==> config.mk <==
export PLATFORM = sky130hd
export DESIGN_NAME = cmd_reply_window_sched_flat
export DESIGN_NICKNAME = d
export VERILOG_FILES = /design/src/rtl/cmd_reply_window_sched_if.sv /design/src/rtl/cmd_reply_window_sched.sv /design/src/flat_wrapper.sv
export SDC_FILE = /design/constraint.sdc
export NUM_CORES = 1
export LEC_CHECK = 0
export ABC_AREA = 1
export CAP_MARGIN = 20
export CORE_MARGIN = 2
export CORE_UTILIZATION = 45
export CTS_BUF_LIST = sky130_fd_sc_hd__clkbuf_8
export DETAILED_ROUTE_END_ITERATION = 12
export PLACE_DENSITY = 0.75
export RECOVER_POWER = 50
export SETUP_SLACK_MARGIN = 0.15
export SYNTH_ARGS = -nofsm -noshare
export SYNTH_HDL_FRONTEND = slang
export SYNTH_SLANG_ARGS = --single-unit
==> constraint.sdc <==
create_clock -name clk -period 2.3 [get_ports clk]
set_input_delay 0.46 -clock clk [delete_from_list [all_inputs] [get_ports clk]]
set_output_delay 0.46 -clock clk [all_outputs]
set_load 0.05 [all_outputs]
==> src/rtl/cmd_reply_window_sched_if.sv <==
// Command-dispatch handshake bundle between the emergency controller/transmitter side
// and the reply-window scheduler.
interface cmd_reply_window_sched_if;
   logic [2:0] cmd_req;
   logic [2:0] repeat_reqs;
   logic       switch_com_src_req;
   logic       tx_frame_end;
   logic       tx_start;
   logic [2:0] tx_cmd_sel;
   logic [2:0] delays_after_cmds_for_reply;
   logic       com_src;
   logic       busy;

   modport master (
      output cmd_req, repeat_reqs, switch_com_src_req, tx_frame_end,
      input  tx_start, tx_cmd_sel, delays_after_cmds_for_reply, com_src, busy
   );

   modport slave (
      input  cmd_req, repeat_reqs, switch_com_src_req, tx_frame_end,
      output tx_start, tx_cmd_sel, delays_after_cmds_for_reply, com_src, busy
   );
endinterface

==> src/rtl/cmd_reply_window_sched.sv <==
// Dispatch scheduler for SR/DPR/CCW: queues requests and repeats, starts the transmitter,
// then holds a one-hot reply window followed by an idle gap before the next dispatch.
module cmd_reply_window_sched #(
   parameter int REPLY_WIN_TICKS = 2000,
   parameter int GAP_TICKS       = 100,
   parameter int CNT_W           = 13
) (
   input logic                     clk,
   input logic                     n_rst,
   cmd_reply_window_sched_if.slave cmd_if
);
   typedef enum logic [2:0] {IDLE, TX_REQ, TX_WAIT, WIN, GAP} state_t;

   localparam logic [CNT_W-1:0] WIN_LAST = CNT_W'(REPLY_WIN_TICKS - 1);
   localparam logic [CNT_W-1:0] GAP_LAST = CNT_W'(GAP_TICKS - 1);

   state_t           state_q;
   logic [CNT_W-1:0] cnt_q;
   logic [2:0]       pend_q, pend_d, pend_clr;
   logic [2:0]       rpt_q, rpt_d, rpt_clr;
   logic             sw_q, sw_d, sw_clr;
   logic [2:0]       rpt_pick, pend_pick;
   logic [2:0]       sel_q, win_q;
   logic             tx_start_q, com_src_q, busy_q;

   // Isolate the lowest set bit: lowest index wins.
   assign rpt_pick  = rpt_q  & (~rpt_q  + 3'd1);
   assign pend_pick = pend_q & (~pend_q + 3'd1);

   // IDLE consumes at most one latch per cycle; new pulses always override the clear.
   always_comb begin
      pend_clr = '0;
      rpt_clr  = '0;
      sw_clr   = 1'b0;
      if (state_q == IDLE) begin
         if (sw_q) begin
            sw_clr = 1'b1;
         end else if (|rpt_q) begin
            rpt_clr  = rpt_pick;
            pend_clr = rpt_pick;
         end else begin
            pend_clr = pend_pick;
         end
      end
      pend_d = (pend_q & ~pend_clr) | cmd_if.cmd_req;
      rpt_d  = (rpt_q  & ~rpt_clr)  | cmd_if.repeat_reqs;
      sw_d   = (sw_q   & ~sw_clr)   | cmd_if.switch_com_src_req;
   end

   always_ff @(posedge clk or negedge n_rst) begin
      if (!n_rst) begin
         pend_q <= '0;
         rpt_q  <= '0;
         sw_q   <= 1'b0;
      end else begin
         pend_q <= pend_d;
         rpt_q  <= rpt_d;
         sw_q   <= sw_d;
      end
   end

   always_ff @(posedge clk or negedge n_rst) begin
      if (!n_rst) begin
         state_q    <= IDLE;
         cnt_q      <= '0;
         sel_q      <= '0;
         win_q      <= '0;
         tx_start_q <= 1'b0;
         com_src_q  <= 1'b0;
         busy_q     <= 1'b0;
      end else begin
         tx_start_q <= 1'b0;
         case (state_q)
            IDLE: begin
               // A source switch is applied alone; dispatch waits one more cycle.
               if (sw_q) begin
                  com_src_q <= ~com_src_q;
               end else if ((|rpt_q) || (|pend_q)) begin
                  state_q    <= TX_REQ;
                  sel_q      <= (|rpt_q) ? rpt_pick : pend_pick;
                  tx_start_q <= 1'b1;
                  busy_q     <= 1'b1;
               end
            end
            TX_REQ: state_q <= TX_WAIT;
            TX_WAIT: begin
               if (cmd_if.tx_frame_end) begin
                  state_q <= WIN;
                  cnt_q   <= '0;
                  win_q   <= sel_q;
               end
            end
            WIN: begin
               if (cnt_q == WIN_LAST) begin
                  state_q <= GAP;
                  cnt_q   <= '0;
                  win_q   <= '0;
                  sel_q   <= '0;
               end else begin
                  cnt_q <= cnt_q + CNT_W'(1);
               end
            end
            GAP: begin
               if (cnt_q == GAP_LAST) begin
                  state_q <= IDLE;
                  cnt_q   <= '0;
                  busy_q  <= 1'b0;
               end else begin
                  cnt_q <= cnt_q + CNT_W'(1);
               end
            end
            default: state_q <= IDLE;
         endcase
      end
   end

   assign cmd_if.tx_start                    = tx_start_q;
   assign cmd_if.tx_cmd_sel                  = sel_q;
   assign cmd_if.delays_after_cmds_for_reply = win_q;
   assign cmd_if.com_src                     = com_src_q;
   assign cmd_if.busy                        = busy_q;
endmodule
==> src/flat_wrapper.sv <==
// flat-port wrapper written by rule: the top's interface ports become plain ports
module cmd_reply_window_sched_flat 
#(
   parameter int REPLY_WIN_TICKS = 2000,
   parameter int GAP_TICKS       = 100,
   parameter int CNT_W           = 13
)
  (clk, n_rst, cmd_if_cmd_req, cmd_if_repeat_reqs, cmd_if_switch_com_src_req, cmd_if_tx_frame_end, cmd_if_tx_start, cmd_if_tx_cmd_sel, cmd_if_delays_after_cmds_for_reply, cmd_if_com_src, cmd_if_busy);
  cmd_reply_window_sched_if cmd_if_i ();
  input logic clk;
  input logic n_rst;
  input wire logic [$bits(cmd_if_i.cmd_req)-1:0] cmd_if_cmd_req;
  input wire logic [$bits(cmd_if_i.repeat_reqs)-1:0] cmd_if_repeat_reqs;
  input wire logic [$bits(cmd_if_i.switch_com_src_req)-1:0] cmd_if_switch_com_src_req;
  input wire logic [$bits(cmd_if_i.tx_frame_end)-1:0] cmd_if_tx_frame_end;
  output wire logic [$bits(cmd_if_i.tx_start)-1:0] cmd_if_tx_start;
  output wire logic [$bits(cmd_if_i.tx_cmd_sel)-1:0] cmd_if_tx_cmd_sel;
  output wire logic [$bits(cmd_if_i.delays_after_cmds_for_reply)-1:0] cmd_if_delays_after_cmds_for_reply;
  output wire logic [$bits(cmd_if_i.com_src)-1:0] cmd_if_com_src;
  output wire logic [$bits(cmd_if_i.busy)-1:0] cmd_if_busy;
  assign cmd_if_i.cmd_req = cmd_if_cmd_req;
  assign cmd_if_i.repeat_reqs = cmd_if_repeat_reqs;
  assign cmd_if_i.switch_com_src_req = cmd_if_switch_com_src_req;
  assign cmd_if_i.tx_frame_end = cmd_if_tx_frame_end;
  assign cmd_if_tx_start = cmd_if_i.tx_start;
  assign cmd_if_tx_cmd_sel = cmd_if_i.tx_cmd_sel;
  assign cmd_if_delays_after_cmds_for_reply = cmd_if_i.delays_after_cmds_for_reply;
  assign cmd_if_com_src = cmd_if_i.com_src;
  assign cmd_if_busy = cmd_if_i.busy;
  cmd_reply_window_sched #(.REPLY_WIN_TICKS(REPLY_WIN_TICKS), .GAP_TICKS(GAP_TICKS), .CNT_W(CNT_W)) u_core (.clk(clk), .n_rst(n_rst), .cmd_if(cmd_if_i));
endmodule
=== After elaboration in Yosys (flattened, before gate mapping) ===
Cells that the tools add are included.

* Output and inout port bits: 9
* Bits in registers: 32

* Add/subtract/negate cells: 3
* Eq/ne operators: 11
* Muxes and demuxes: 31
* Reductions and logical operators: 14
* Bitwise gates (word level): 14

{| class="wikitable"
|+ Operators with widths
! kind !! number
|-
| 3-bit two-way mux || 15
|-
| 13-bit two-way mux || 3
|-
| 13-bit one-hot mux with 3 select lines || 1
|-
| 3-bit one-hot mux with 5 select lines || 1
|-
| 13-bit by 1-bit adder with 13-bit output (second input constant) || 1
|-
| 13-bit by 11-bit equality test with 1-bit output (second input constant) || 1
|-
| 13-bit by 7-bit equality test with 1-bit output (second input constant) || 1
|-
| 3-bit AND || 4
|-
| 3-bit inverter || 4
|-
| 3-bit one-hot mux with 2 select lines || 2
|-
| 1-bit two-way mux || 8
|-
| 4-bit AND reduction || 2
|-
| 3-bit by 1-bit adder with 3-bit output (second input constant) || 2
|-
| 3-bit by 2-bit equality test with 1-bit output (second input constant) || 2
|-
| 2-bit != test (second input constant) || 3
|-
| 3-bit OR || 2
|-
| 2-bit nonzero test || 3
|-
| 3-bit OR reduction || 2
|-
| 5-bit AND reduction || 1
|-
| 2-bit by 1-bit != test with 1-bit output (second input constant) || 2
|-
| 2-bit AND reduction || 2
|-
| 3-bit by 1-bit equality test with 1-bit output (second input constant) || 1
|-
| 3-bit equality test (second input constant) || 1
|-
| 3-bit logical NOT || 1
|-
| 7 further kinds || 8
|}

=== Depth between registers and ports, before layout ===
Gate-level depths: netlist (run 1).

* Word-level depth: 9
* Gate-level depth with buffers: 9

=== Worst setup path before layout (run 1) ===
No wires, ideal clock.

* Path kind: reg2reg
* Start point: register u_core.cnt_q[0]
* End point: register u_core.cnt_q[2]
* Buffers on the path: 0
* Slack: 0.818 ns
* Required time: 2.178 ns
* Cell stages (with the launch flop): 9
* Arrival: 1.360 ns
* Library setup time: 0.122 ns
* Cell sequence: dfrtp_1 -> ha_1 -> nand3_1 -> nor2_1 -> nand3_1 -> nand2_1 -> nand2_2 -> nor2_4 -> nor2_1

* Longest elaborated chain between the ends: 3

{| class="wikitable"
|+ Ends and longest elaborated chain
! element !! RTL line !! source
|-
| start: declaration || cmd_reply_window_sched.sv:18 || <nowiki>logic [CNT_W-1:0] cnt_q;</nowiki>
|-
| start signal: assignment || cmd_reply_window_sched.sv:100 || <nowiki>cnt_q <= cnt_q + CNT_W'(1);</nowiki>
|-
| start signal: assignment || cmd_reply_window_sched.sv:109 || <nowiki>cnt_q <= cnt_q + CNT_W'(1);</nowiki>
|-
| 13-bit by 1-bit adder with 13-bit output (tied with other cells) || cmd_reply_window_sched.sv:100, cmd_reply_window_sched.sv:109 ||
|-
| 13-bit two-way mux (on tied branches) || cmd_reply_window_sched.sv:104, cmd_reply_window_sched.sv:94 ||
|-
| 13-bit one-hot mux with 3 select lines * || cmd_reply_window_sched.sv:73 || <nowiki>case (state_q)</nowiki>
|}

Every way passes the cells marked *; elsewhere a longest branch is shown, timed or not.
A chain may end at the register's enable or synchronous reset.

=== Worst setup path in the final report (run 1) ===
* Start point: register u_core.sel_q[1] (netlist: u_core.cmd_if.tx_cmd_sel[1])
* End point: output port cmd_if_tx_cmd_sel[1]

{| class="wikitable"
|+ RTL lines
! element !! RTL line !! source
|-
| start: declaration || cmd_reply_window_sched.sv:23 || <nowiki>logic [2:0] sel_q, win_q;</nowiki>
|-
| start signal: assignment || cmd_reply_window_sched.sv:80 || <nowiki>sel_q <= (|rpt_q) ? rpt_pick : pend_pick;</nowiki>
|-
| end: declaration || flat_wrapper.sv:17 || <nowiki>output wire logic [$bits(cmd_if_i.tx_cmd_sel)-1:0] cmd_if_tx_cmd_sel;</nowiki>
|}

No word-level cell between the ends.

==> metrics.log, run 1 <==
INFO  metric critical_path.startpoint_type = flip-flop
INFO  metric detail_route.first_pass.iterations = 4
INFO  metric seq_area = between 800 and 900 µm²
INFO  metric nFillCells = 330
INFO  metric yosys_warnings = 0
INFO  metric place_ws = 0.5002 ns
INFO  metric worst-setup-path-type = reg2out
INFO  metric chipHeight = 65.79 µm
INFO  metric layout.core_utilization = 56.19%
INFO  metric numCtsBuffers = 5
INFO  metric maximum_number_of_pins_on_one_net_before_global_route_repair = 33
INFO  metric drt-wirelength-per-cell = between 10 and 15 µm
INFO  metric worst_path_cell_chain = clkdlybuf4s50_1
INFO  metric finalWirelength = around 3900 µm
INFO  metric postSynth.asyncResetShare = 100.0%
INFO  metric maxSlewHeadroom = between 40% and 50%
INFO  metric design.die.area = ~4300 µm²
INFO  metric numPortBuffers = 18
INFO  metric grt_use_total = about 21%
INFO  metric slew_violations = 0
INFO  metric finalNonFillerCells = ~300
INFO  metric timing.critical_path.required = roughly 1.8 ns
INFO  metric synth_sequential_area_ratio = 46.61%
INFO  metric cts.htree.levels = 2
INFO  metric number_of_enable_type_register_cells_in_the_synthesized_netlist = 0
INFO  metric detailroute.via_count = between 1500 and 2000
INFO  metric final_critical_path_setup_slack = approximately 0.34 ns
INFO  metric min-delay-path-class = reg2reg
INFO  metric first_global_vias = around 1500
INFO  metric core-area = 3661 µm²
INFO  metric top_cell_type_s_share_of_synthesized_area = between 40% and 50%
INFO  metric crit_slowest_cell = sky130_fd_sc_hd__clkdlybuf4s50_1
INFO  metric synthCells = 225
INFO  metric hold-worst-slack = about 0.48 ns
INFO  metric design.final.nets = around 260
INFO  metric die_w = 65.79 µm
INFO  metric clockRootBuffer = sky130_fd_sc_hd__clkbuf_8
INFO  metric cts_num_sinks = 32
INFO  metric critical_path_arrival = 1.50 ns
INFO  metric insertedDiodeCount = 0
INFO  metric fin_total_pwr = approximately 2.1 mW
INFO  metric crit_family = buffers and inverters
INFO  metric grt_first_pass_wirelength = between 6000 and 7000 µm
INFO  metric worst_slew_pin_slew = between 0.7 and 0.8 ns
INFO  metric area_occupied_by_multi_input_gates = between 700 and 800 µm²
INFO  metric layout-drive-gt1-share = 7.570%
INFO  metric main_area_contributors_after_synthesis = sky130_fd_sc_hd__dfrtp_1 (47%), sky130_fd_sc_hd__nand2_1 (13%), sky130_fd_sc_hd__inv_1 (6.8%)
INFO  metric unrepaired_setup_endpoints_after_global_routing = false
INFO  metric initial_core_util = between 40% and 50%
INFO  metric postCtsResizedCells = 0
INFO  metric end_kind = output pin
INFO  metric skew = 0.003204 ns
INFO  metric postCtsSetupRepairBufs = 0
INFO  metric final_cell_area = slightly above 2000 µm²
INFO  metric most-common-layout-cells = sky130_fd_sc_hd__nand2_1 (58), sky130_fd_sc_hd__inv_1 (32), sky130_fd_sc_hd__dfrtp_1 (32)
INFO  metric hold-path-endpoint = u_core.cmd_if.com_src
INFO  metric placer_congestion = 0.9500
INFO  metric yosysTopAreaCell = sky130_fd_sc_hd__dfrtp_1
INFO  metric power_density_over_cell_area = around 1000 nW/µm²
INFO  metric cts.reportedPaths.clkPinSlew = 0.07 ns
INFO  metric timing.reg2reg.worst_path_depth = 8
INFO  metric yosys_register_bits = 32
INFO  metric post-dp-hpwl = 2783 µm
INFO  metric layout.cells.most_common = sky130_fd_sc_hd__nand2_1
INFO  metric critPathBufInv = 1
INFO  metric setup_viol_count_final = 0
INFO  metric gr-total-overflow = 0
INFO  metric syn-mean-instance-area = roughly 7.6 µm²
INFO  metric ys_types = 26
INFO  metric cts_max_path_buffers = 2
INFO  metric area_growth = 19.74%
INFO  metric hold_depth = 1
INFO  metric rows = 22
INFO  metric worst-r2r-setup-slack = between 0.6 and 0.7 ns
INFO  metric drtAntennaViolNets = 0
INFO  metric post_synth_top_flop = sky130_fd_sc_hd__dfrtp_1
INFO  metric layout_min_cycle_time = a little under 2 ns
INFO  metric syn-cell-area = approximately 1700 µm²
INFO  metric drt_iter0_drc = 214
INFO  metric static_power_due_to_leakage = 0.9625 nW
INFO  metric worstPathMaxFanout = 3
INFO  metric run_status = finished clean
INFO  metric regToRegEndpoint = u_core.cnt_q[3]
INFO  metric hold_buffers = 0
INFO  metric final_min_period_over_clock_period = a little under nine tenths
INFO  metric tns = 0 ns
INFO  metric rr_startpoint = u_core.cnt_q[0]
INFO  metric top_level_ports = 19
INFO  metric timing_hold_violations_final = 0
INFO  metric antenna_found_initial = 0
INFO  metric dp_cells = just under 300
INFO  metric place_area = about 2000 µm²
INFO  metric ir_worst_vdd = 0.4790 mV
INFO  metric clk-insertion-delay-late = 0.29 ns
INFO  metric cts_tree = built
INFO  metric cap_violations = 0
INFO  metric syn_nets = between 200 and 250
INFO  metric critical_path.max_stage_delay = 0.82 ns
INFO  metric post_drt_via_cell_ratio = a little over 5
INFO  metric max_clock_freq = between 0.5 and 0.6 GHz
INFO  metric min_from = u_core.cmd_if.com_src
INFO  metric drt_drc_violations_left = 0
[how the worst max path moves through the flow]
stage,endpoint,start,slack (ns),depth (start not counted)
floorplan,u_core.cnt_q[2],u_core.cnt_q[0],0.82,8
global placement,u_core.cnt_q[4],cmd_if_tx_frame_end,0.53,8
detailed placement,u_core.cnt_q[4],cmd_if_tx_frame_end,0.50,8
CTS,cmd_if_tx_cmd_sel[1],u_core.cmd_if.tx_cmd_sel[1],0.33,1
global route,cmd_if_tx_cmd_sel[1],u_core.cmd_if.tx_cmd_sel[1],0.29,1
finish,cmd_if_tx_cmd_sel[1],u_core.cmd_if.tx_cmd_sel[1],0.34,1
[flip-flops by register name, indices dropped and copies added, names as in the netlist]
name,count
u_core.cmd_if.tx_start,1
u_core.cmd_if.com_src,1
u_core.cmd_if.tx_cmd_sel,3
u_core.cmd_if.delays_after_cmds_for_reply,3
u_core.cmd_if.busy,1
u_core.cnt_q,13
u_core.state_q,3
u_core.rpt_q,3
u_core.pend_q,3
u_core.sw_q,1
[cells in the mapped netlist, types with 2 or more instances]
| cell type | number |
|---|---|
| sky130_fd_sc_hd__nand2_1 | 58 |
| sky130_fd_sc_hd__dfrtp_1 | 32 |
| sky130_fd_sc_hd__inv_1 | 31 |
| sky130_fd_sc_hd__nor2_1 | 26 |
| sky130_fd_sc_hd__nand3_1 | 17 |
| sky130_fd_sc_hd__nor3_1 | 10 |
| sky130_fd_sc_hd__nand4_1 | 7 |
| sky130_fd_sc_hd__o21ai_1 | 7 |
| sky130_fd_sc_hd__o21ai_0 | 6 |
| sky130_fd_sc_hd__a21oi_1 | 4 |
| sky130_fd_sc_hd__o21bai_1 | 4 |
| sky130_fd_sc_hd__nor2_2 | 3 |
| sky130_fd_sc_hd__xor2_1 | 3 |
| sky130_fd_sc_hd__a21o_1 | 2 |
| sky130_fd_sc_hd__nand2_2 | 2 |
| sky130_fd_sc_hd__nor2_4 | 2 |
| sky130_fd_sc_hd__nor3_2 | 2 |
[power breakdown]
part / leakage [nW] / total (mW) / internal (mW) / switching [mW]
Sequential: 0.394 / 0.768 / 0.672 / 0.0957
Clock: 0.0593 / 0.533 / 0.317 / 0.217
Combinational: 0.509 / 0.831 / 0.259 / 0.573
Total: 0.962 / 2.13 / 1.25 / 0.885
[cells by family after synthesis]
group / after synthesis / share of synthesized area [%]
AO/OA/AOI/OAI: 27 / 9.250
XOR/XNOR: 3 / 1.530
adder cells (fa/ha/maj): 1 / 0.7282
buffers and inverters: 33 / 7.647
flip-flops: 32 / 46.61
AND/OR/NAND/NOR: 129 / 34.23
[per-layer routing]
layer / track usage (%) / wire length (µm) / up-vias
li1: - / - / 781
met3: 5.111 / 202 / 14
met1: 25.66 / 1694 / 711
met5: 0 / 0 / -
met4: 11.98 / 135 / 0
met2: 32.83 / 1834 / 43
[area by class of cell]
cell class                 instances  area share, %
timing repair buffer              19          9.002
inverter                          32          5.839
multi-input combinational        160          38.08
sequential                        32          38.93
tap                               48          2.920
clock inverter                     3          1.886
clock buffer                       5          3.346
No activity file was read; power rests on OpenSTA's default activity.
==> run 2, diff against run 1 <==
Settings changed: CTS_CLUSTER_DIAMETER from default to 30.
==> results of run 2 <==
No change in the layout: final DEF, timing and power equal those of run 1.
